`config.mk`:
```
export PLATFORM = sky130hd
export DESIGN_NAME = pipe_chain_v
export DESIGN_NICKNAME = d
export VERILOG_FILES = /design/src/rtl/pipe_chain_v.sv
export SDC_FILE = /design/constraint.sdc
export NUM_CORES = 1
export LEC_CHECK = 0
export CORE_AREA = 10 10 197 199
export CTS_CLUSTER_SIZE = 14
export DETAILED_ROUTE_END_ITERATION = 10
export DIE_AREA = 0 0 207 209
export PLACE_DENSITY = 0.6
export SYNTH_ARGS = -nofsm -noshare
export SYNTH_HDL_FRONTEND = slang
export SYNTH_SLANG_ARGS = --single-unit
```
`constraint.sdc`:
```
create_clock -name clk -period 1.7 [get_ports clk]
set_input_delay 0.17 -clock clk [delete_from_list [all_inputs] [get_ports clk]]
set_output_delay 0.17 -clock clk [all_outputs]
set_load 0.05 [all_outputs]
```
`src/rtl/pipe_chain_v.sv`:
```
// Generic in-order pipeline register chain: DEPTH stages of WIDTH-bit payload with
// valid/ready at both ends, per-stage stall with bubble insertion, ranged flush and CPI counters.
module pipe_chain_v #(
  parameter int WIDTH = 32,
  parameter int DEPTH = 5,
  parameter int CNT_W = 32,
  parameter int SW    = $clog2(DEPTH)
) (
  input  logic                   clk,
  input  logic                   reset,
  input  logic                   in_valid,
  input  logic [WIDTH-1:0]       in_data,
  output logic                   in_ready,
  input  logic [DEPTH-1:0]       stall_req,
  input  logic                   flush_en,
  input  logic [SW-1:0]          flush_stage,
  output logic                   out_valid,
  output logic [WIDTH-1:0]       out_data,
  input  logic                   out_ready,
  output logic [DEPTH-1:0]       stage_valid,
  output logic [DEPTH*WIDTH-1:0] stage_data,
  output logic [CNT_W-1:0]       retired_cnt,
  output logic [CNT_W-1:0]       bubble_cnt,
  output logic [CNT_W-1:0]       flush_cnt
);

  localparam logic [31:0] LAST = 32'(DEPTH - 1);

  logic [DEPTH-1:0] valid_r;
  logic [WIDTH-1:0] data_r [DEPTH];
  logic [DEPTH:0]   take_s;
  logic [DEPTH-1:0] move_s;
  logic [DEPTH-1:0] flush_mask_s;
  logic [31:0]      fs_ext_s;
  logic             full_flush_s;
  logic             accept_s;
  logic             retire_s;

  // Take chain: a stage can take a new entry if it is empty or its entry moves on.
  always_comb begin
    take_s = '0;
    move_s = '0;
    take_s[DEPTH] = out_ready;
    for (int k = DEPTH - 1; k >= 0; k--) begin
      move_s[k] = valid_r[k] & ~stall_req[k] & take_s[k+1];
      take_s[k] = ~valid_r[k] | move_s[k];
    end
  end

  // Flush covers stages 0..flush_stage; an index at or past the last stage flushes everything.
  always_comb begin
    fs_ext_s     = 32'(flush_stage);
    flush_mask_s = '0;
    for (int k = 0; k < DEPTH; k++) begin
      flush_mask_s[k] = flush_en & (fs_ext_s >= 32'(k));
    end
    full_flush_s = flush_en & (fs_ext_s >= LAST);
  end

  assign in_ready    = take_s[0] & ~flush_en;
  assign out_valid   = valid_r[DEPTH-1] & ~stall_req[DEPTH-1];
  assign out_data    = data_r[DEPTH-1];
  assign stage_valid = valid_r;
  assign accept_s    = in_valid & in_ready;
  assign retire_s    = out_valid & out_ready & ~full_flush_s;

  // Export per-stage payloads, stage k in slice k.
  always_comb begin
    stage_data = '0;
    for (int k = 0; k < DEPTH; k++) begin
      stage_data[k*WIDTH +: WIDTH] = data_r[k];
    end
  end

  // Stage registers; a stage fed by the last flushed stage gets a bubble instead of its data.
  always_ff @(posedge clk or negedge reset) begin
    if (!reset) begin
      valid_r <= '0;
      for (int k = 0; k < DEPTH; k++) begin
        data_r[k] <= '0;
      end
    end else begin
      if (flush_mask_s[0]) begin
        valid_r[0] <= 1'b0;
      end else if (accept_s) begin
        valid_r[0] <= 1'b1;
        data_r[0]  <= in_data;
      end else if (move_s[0]) begin
        valid_r[0] <= 1'b0;
      end
      for (int k = 1; k < DEPTH; k++) begin
        if (flush_mask_s[k]) begin
          valid_r[k] <= 1'b0;
        end else if (move_s[k-1] & ~flush_mask_s[k-1]) begin
          valid_r[k] <= 1'b1;
          data_r[k]  <= data_r[k-1];
        end else if (move_s[k]) begin
          valid_r[k] <= 1'b0;
        end
      end
    end
  end

  // CPI counters, free-running and wrapping.
  always_ff @(posedge clk or negedge reset) begin
    if (!reset) begin
      retired_cnt <= '0;
      bubble_cnt  <= '0;
      flush_cnt   <= '0;
    end else begin
      if (retire_s) begin
        retired_cnt <= retired_cnt + CNT_W'(1'b1);
      end
      if (!valid_r[DEPTH-1]) begin
        bubble_cnt <= bubble_cnt + CNT_W'(1'b1);
      end
      if (flush_en) begin
        flush_cnt <= flush_cnt + CNT_W'(1'b1);
      end
    end
  end

endmodule

```
-- After elaboration in Yosys (flattened, before gate mapping)
Index checks and enable logic that the tools add are counted.
- register bits after elaboration: 261
- output and inout bits: 295
- word-level logic and storage cells: 86
- add/sub/neg operators: 3
- $lt $le $gt $ge: 4
- mux-type cells: 15
- bitwise gates (word level): 41
- reduce and logical (&&, ||, !) cells: 10
- operators by type and width (cell ; number):
    adder 32 x 1 -> 32 bit, second input constant ; 3
    AND 1 bit ; 21
    2-to-1 mux 1 bit ; 15
    NOT 1 bit ; 15
    nonzero test 3 bit ; 5
    AND reduction 2 bit ; 5
    greater-or-equal comparator 3 x 2 -> 1 bit, second input constant ; 2
    OR 1 bit ; 5
    greater-or-equal comparator 3 x 1 -> 1 bit, second input constant ; 1
    greater-or-equal comparator 3 bit, second input constant ; 1

-- Depth between registers and ports, before layout
- depth in word-level cells: 16
- gate-level depth with buffers: 7
- mapped depth without buffers: 6

-- Worst setup path before layout
Ideal clock, no wire load.
- kind: register -> register
- from: register valid_r[4], in the netlist stage_valid[4]
- to: register data_r (netlist bit stage_data[11])
- library setup time: 128 ps
- data arrival time: 2407 ps
- data required time: 1572 ps
- path slack: -835 ps
- stages on the path, launching flop included: 7
- path buffers: 2
- period minus slack after synthesis: 2535 ps
- cell sequence: dfrtp_1 buf_4 a31o_2 a41oi_2 nand2_1 buf_2 mux2_1
- word-level cells in the longest chain between the ends: 14
- elaborated cells on any way between the ends: 15
- RTL lines (item ; RTL line ; source):
    start: declaration ; 29 ; logic [DEPTH-1:0] valid_r;
    start signal: assignment ; 78 ; valid_r <= '0;
    start signal: indexed assignment ; 93 ; valid_r[k] <= 1'b0;
    start signal: indexed assignment ; 95 ; valid_r[k] <= 1'b1;
    AND 1 bit (2 in a row) ; 45 ; move_s[k] = valid_r[k] & ~stall_req[k] & take_s[k+1];
    OR 1 bit (*) ; 46 ; take_s[k] = ~valid_r[k] | move_s[k];
    AND 1 bit (*) ; 45 ;
    OR 1 bit (*) ; 46 ;
    AND 1 bit (*) ; 45 ;
    OR 1 bit (*) ; 46 ;
    AND 1 bit (*) ; 45 ;
    OR 1 bit (*) ; 46 ;
    AND 1 bit (*) ; 45 ;
    OR 1 bit (*) ; 46 ;
    AND 1 bit (*) ; 60 ; assign in_ready = take_s[0] & ~flush_en;
    via in_ready ; 13 ; output logic in_ready,
    AND 1 bit (*) ; 64 ; assign accept_s = in_valid & in_ready;
    AND reduction 2 bit (no source line) (*) ; n/a ;
    end signal: indexed assignment ; 96 ; data_r[k] <= data_r[k-1];
    end: declaration ; 30 ; logic [WIDTH-1:0] data_r [DEPTH];
Mark *: on every way through the listed nets, which the timed path passes. The rest lies on a longest branch.
A chain may end at the register's enable or synchronous reset.

-- Worst setup path after layout
- from: register valid_r[3], in the netlist stage_valid[3]
- to: register data_r (netlist bit stage_data[62])
- word-level cells in the longest chain between the ends: 10
- elaborated cells on any way between the ends: 11
- RTL lines (item ; RTL line ; source):
    AND 1 bit (2 in a row) ; 45 ;
    OR 1 bit (*) ; 46 ;
    AND 1 bit (*) ; 45 ;
    OR 1 bit (*) ; 46 ;
    AND 1 bit (*) ; 45 ;
    OR 1 bit (*) ; 46 ;
    AND 1 bit (*) ; 45 ;
    AND 1 bit (*) ; 94 ; end else if (move_s[k-1] & ~flush_mask_s[k-1]) begin
    AND reduction 2 bit (no source line) (*) ; n/a ;
Mark *: on every way between the ends. The rest lies on a longest branch, timed or not.

==> results.md <==
- Router iterations before antenna repair: 4
- Die height: roughly 210 µm
- Layout fillers: 3205
- Clock Power Share: 0.313
- First-pass GRT wire length: between 50000 and 60000 µm
- Worst setup path class: reg2reg
- Arrival time worst endpoint: around 2.4 ns
- Buffers on Ports: 339
- Clk slew on worst S/H paths: 0.06 ns
- Vias: 7801
- Int Power: 0.0136 W
- Net Sw Power: 0.00754 W
- CORE AREA: 35100 µm²
- Clock Skew: 0.0110 ns
- PD cells: 1240 nW/µm²
- Synth top area cells: dfrtp_1 (61%), mux2_2 (16%), xnor2_1 (6.1%)
- Post-DP HPWL: 24600 µm
- Final Setup Violations: 189
- Syn_nets: 805
- Die area: 43300 µm²
- Seq pwr share: 0.372
- RSZ-0062 raised after global routing: true
- H-Tree Depth: 1
- Leading area contributor after synthesis: dfrtp_1
- Slowest stage delay, CP: 0.41 ns
- Final worst path period need: 1.98 ns
- Via-to-Cell Ratio: 4.59
- Synth cell types: 42
- WL final: around 36000 µm
- Register area: 6600 µm²
- Yosys Warn Count: 0
- Setup WS post-layout: -0.280 ns
- Final ANT Viol Nets: 0
- Max IR drop VDD: between 700 and 800 µV
- Slew headroom: 0.668
- Clock Path Buffers: 3
- Io pins: 340
- Crit. End Element: flip-flop
- Worst Path Required: around 2.1 ns
- Flops & latches, synth: 261
- Max-Cap Viols: 0
- Final worst hold slack: between 0.1 and 0.15 ns
- Post-Syn Area: 10700 µm²
- Row Count: 69
- Iter 0 DRT Violations: 226
- Multi-input gate area: between 4000 and 5000 µm²
- Leakage: 8.44 nW
- Failing checks: negative setup slack
- Root Driver: clkbuf_16
- Number of global-route vias before repair: 8352
- Outcome: finished, violations left
- Area grow syn2layout: 59.7%
- # DRC: 0
- Switching Fraction: 0.357
- Combinational Power Share: 0.314
- Crit Path Max Fanout: 5
- Die X: 207 µm
- Routability cong.: about 0.82
- Antenna diodes: 0
- Synthesized area per cell: around 14 µm²
- Max-slew violation count: 0
- Layout Utilization: 0.488
- Sink Count: 261
- Gr ovfl total: 0
- Worst slew pin tran: ~0.50 ns
- Layout cells sized above 1: 0.601
- Largest net degree at the start of global routing: 55
- Hold Vio Cnt, Final: 0
- Max Clk Rate: 505 MHz
- CP Cell Sequence: a21o_1 -> a31o_4 -> a21o_4 -> a21oi_4 -> buf_6 -> clkbuf_16 -> mux2_4
- Top cell type's share of synthesized area: 0.610
- Crit path max-delay cell type: dfrtp_2
- Initial Utilization: 0.306
- Nets: 1262
- FFs w/ async S/R, synth: 1.00
- Num CTS Buffers: 29
- EDFF count, synth: 0
- Clock latency on the worst-skew pair: 0.55 ns
- Main synth FF type: dfrtp_1
- CTS tree: yes
- Worst Hold Class: in2async
- Drt wl/cell: 21.1 µm
- GRT Total Usage: 0.154
- Register area share after synthesis: 0.610
- Post-Synthesis Cells: 757
- Final Cycle Share: 1.16
- CP startpoint kind: flip-flop
- Initial antenna violation count: 2
-- area by class of cell --
cell class / instances / area share
clock buffers: 47 / 0.0534
inverters: 3 / 0.000659
flip-flops and latches: 261 / 0.386
well taps: 461 / 0.0337
repair buffers: 476 / 0.253
clock inverters: 7 / 0.00666
multi-input cells: 443 / 0.267
-- timing repair --
item | 4_1_cts | 5_1_grt
gates cloned | 6 | 10
hold buffers | 1 | 0
setup endpoints to repair | 174 | 209
hold endpoints to repair | 241 | 0
resized for setup | 86 | 48
buffers inserted | 17 | 13
pin swaps | 22 | 32
-- synth_stat cells (2+ instances only) --
library cell / count
ha_1: 3
and4_1: 11
a21oi_1: 4
inv_1: 3
a31o_2: 2
and2_1: 4
a21o_1: 6
nand3_1: 34
nand2b_1: 4
nor4_1: 2
nor4_4: 2
dfrtp_1: 261
mux2_2: 152
nor3_1: 4
nor2_1: 14
nand4_1: 29
and3_1: 11
buf_2: 8
buf_4: 36
buf_1: 3
xnor2_1: 74
nand2_1: 40
mux2_1: 11
buf_6: 3
xor2_1: 19
-- through the flow --
stage / total power [W] / setup slack (ns) / setup TNS [ns] / cells / area, µm²
2_1_floorplan: 0.0120 / -0.451 / -45.73 / 757 / 11200
3_3_place_gp: 0.0144 / -0.573 / -89.91 / 1601 / 15000
3_5_place_dp: 0.0145 / -0.602 / -94.56 / 1601 / 15000
4_1_cts: 0.0213 / -0.297 / -27.81 / 1678 / 16600
5_1_grt: 0.0220 / -0.345 / -43.65 / 1698 / 17100
6_report: 0.0211 / -0.280 / -29.73 / 1698 / 17100
-- flip-flops by register name, summed over array words and instances, names as in the netlist --
signal and flops:
out_data 32, stage_data 128, stage_valid 5, retired_cnt 32, bubble_cnt 32, flush_cnt 32
-- cells in the final DEF, fill, tap and decap left out, types with 5 or more instances in the layout --
cell type	count
nand4_1	29
nand3_4	5
nand3_2	8
buf_4	361
xor2_1	18
dfrtp_1	206
nand2_1	29
mux2_4	97
clkdlybuf4s50_1	43
nand2_4	7
nand3_1	21
nor2_1	9
clkbuf_16	39
clkbuf_8	12
mux2_2	58
dlygate4sd2_1	10
buf_12	19
clkbuf_1	6
a21o_1	5
xnor2_1	70
and4_1	9
buf_16	5
and3_1	7
buf_6	25
dfrtp_2	55
mux2_1	8
-- worst max-delay path, delay by kind of cell, from the launching register on --
kind            cells  cell delay (ns)
compound gates      4             0.79
buf+inv             2             0.36
flops               1             0.41
mux                 1             0.29
-- cell families after synthesis --
group / count (synthesis) / share of synthesized area
buffers and inverters: 53 / 0.0342
flip-flops: 261 / 0.610
adder cells (fa/ha/maj): 3 / 0.00351
multiplexers: 163 / 0.171
AO/OA/AOI/OAI: 18 / 0.0134
XOR/XNOR: 93 / 0.0761
AND/OR/NAND/NOR: 166 / 0.0915
-- routing by layer --
| metal | wire [µm] | up-vias | GRT usage |
|---|---|---|---|
| met5 | 23 | - | 0 |
| met2 | 17600 | 210 | 0.260 |
| met4 | 437 | 4 | 0.0310 |
| li1 | - | 3567 | - |
| met1 | 15300 | 3990 | 0.191 |
| met3 | 2380 | 30 | 0.0453 |
-- path summary, 6_finish.rpt --
| kind | end | from | cells after the start | slack (ns) |
|---|---|---|---|---|
| hold / removal | bubble_cnt[25] | reset | 2 | 0.15 |
| min in group clk | stage_data[16] | in_data[16] | 2 | 0.21 |
| setup / recovery | stage_data[62] | stage_valid[3] | 7 | -0.28 |
| hold reg to reg | bubble_cnt[31] | bubble_cnt[31] | 1 | 0.47 |
| setup reg to reg | stage_data[62] | stage_valid[3] | 7 | -0.28 |
| max in group asynchronous | retired_cnt[13] | reset | 3 | 0.89 |
-- power groups by stage --
stage | Combinational (W) | Sequential [W] | Clock [W]
2_1_floorplan | 0.00133 | 0.0106 | 0
3_3_place_gp | 0.00648 | 0.00793 | 0
3_5_place_dp | 0.00651 | 0.00797 | 0
4_1_cts | 0.00664 | 0.00788 | 0.00679
5_1_grt | 0.00690 | 0.00802 | 0.00708
6_report | 0.00665 | 0.00787 | 0.00662
Note: power is estimated with default switching activity, not from simulation.
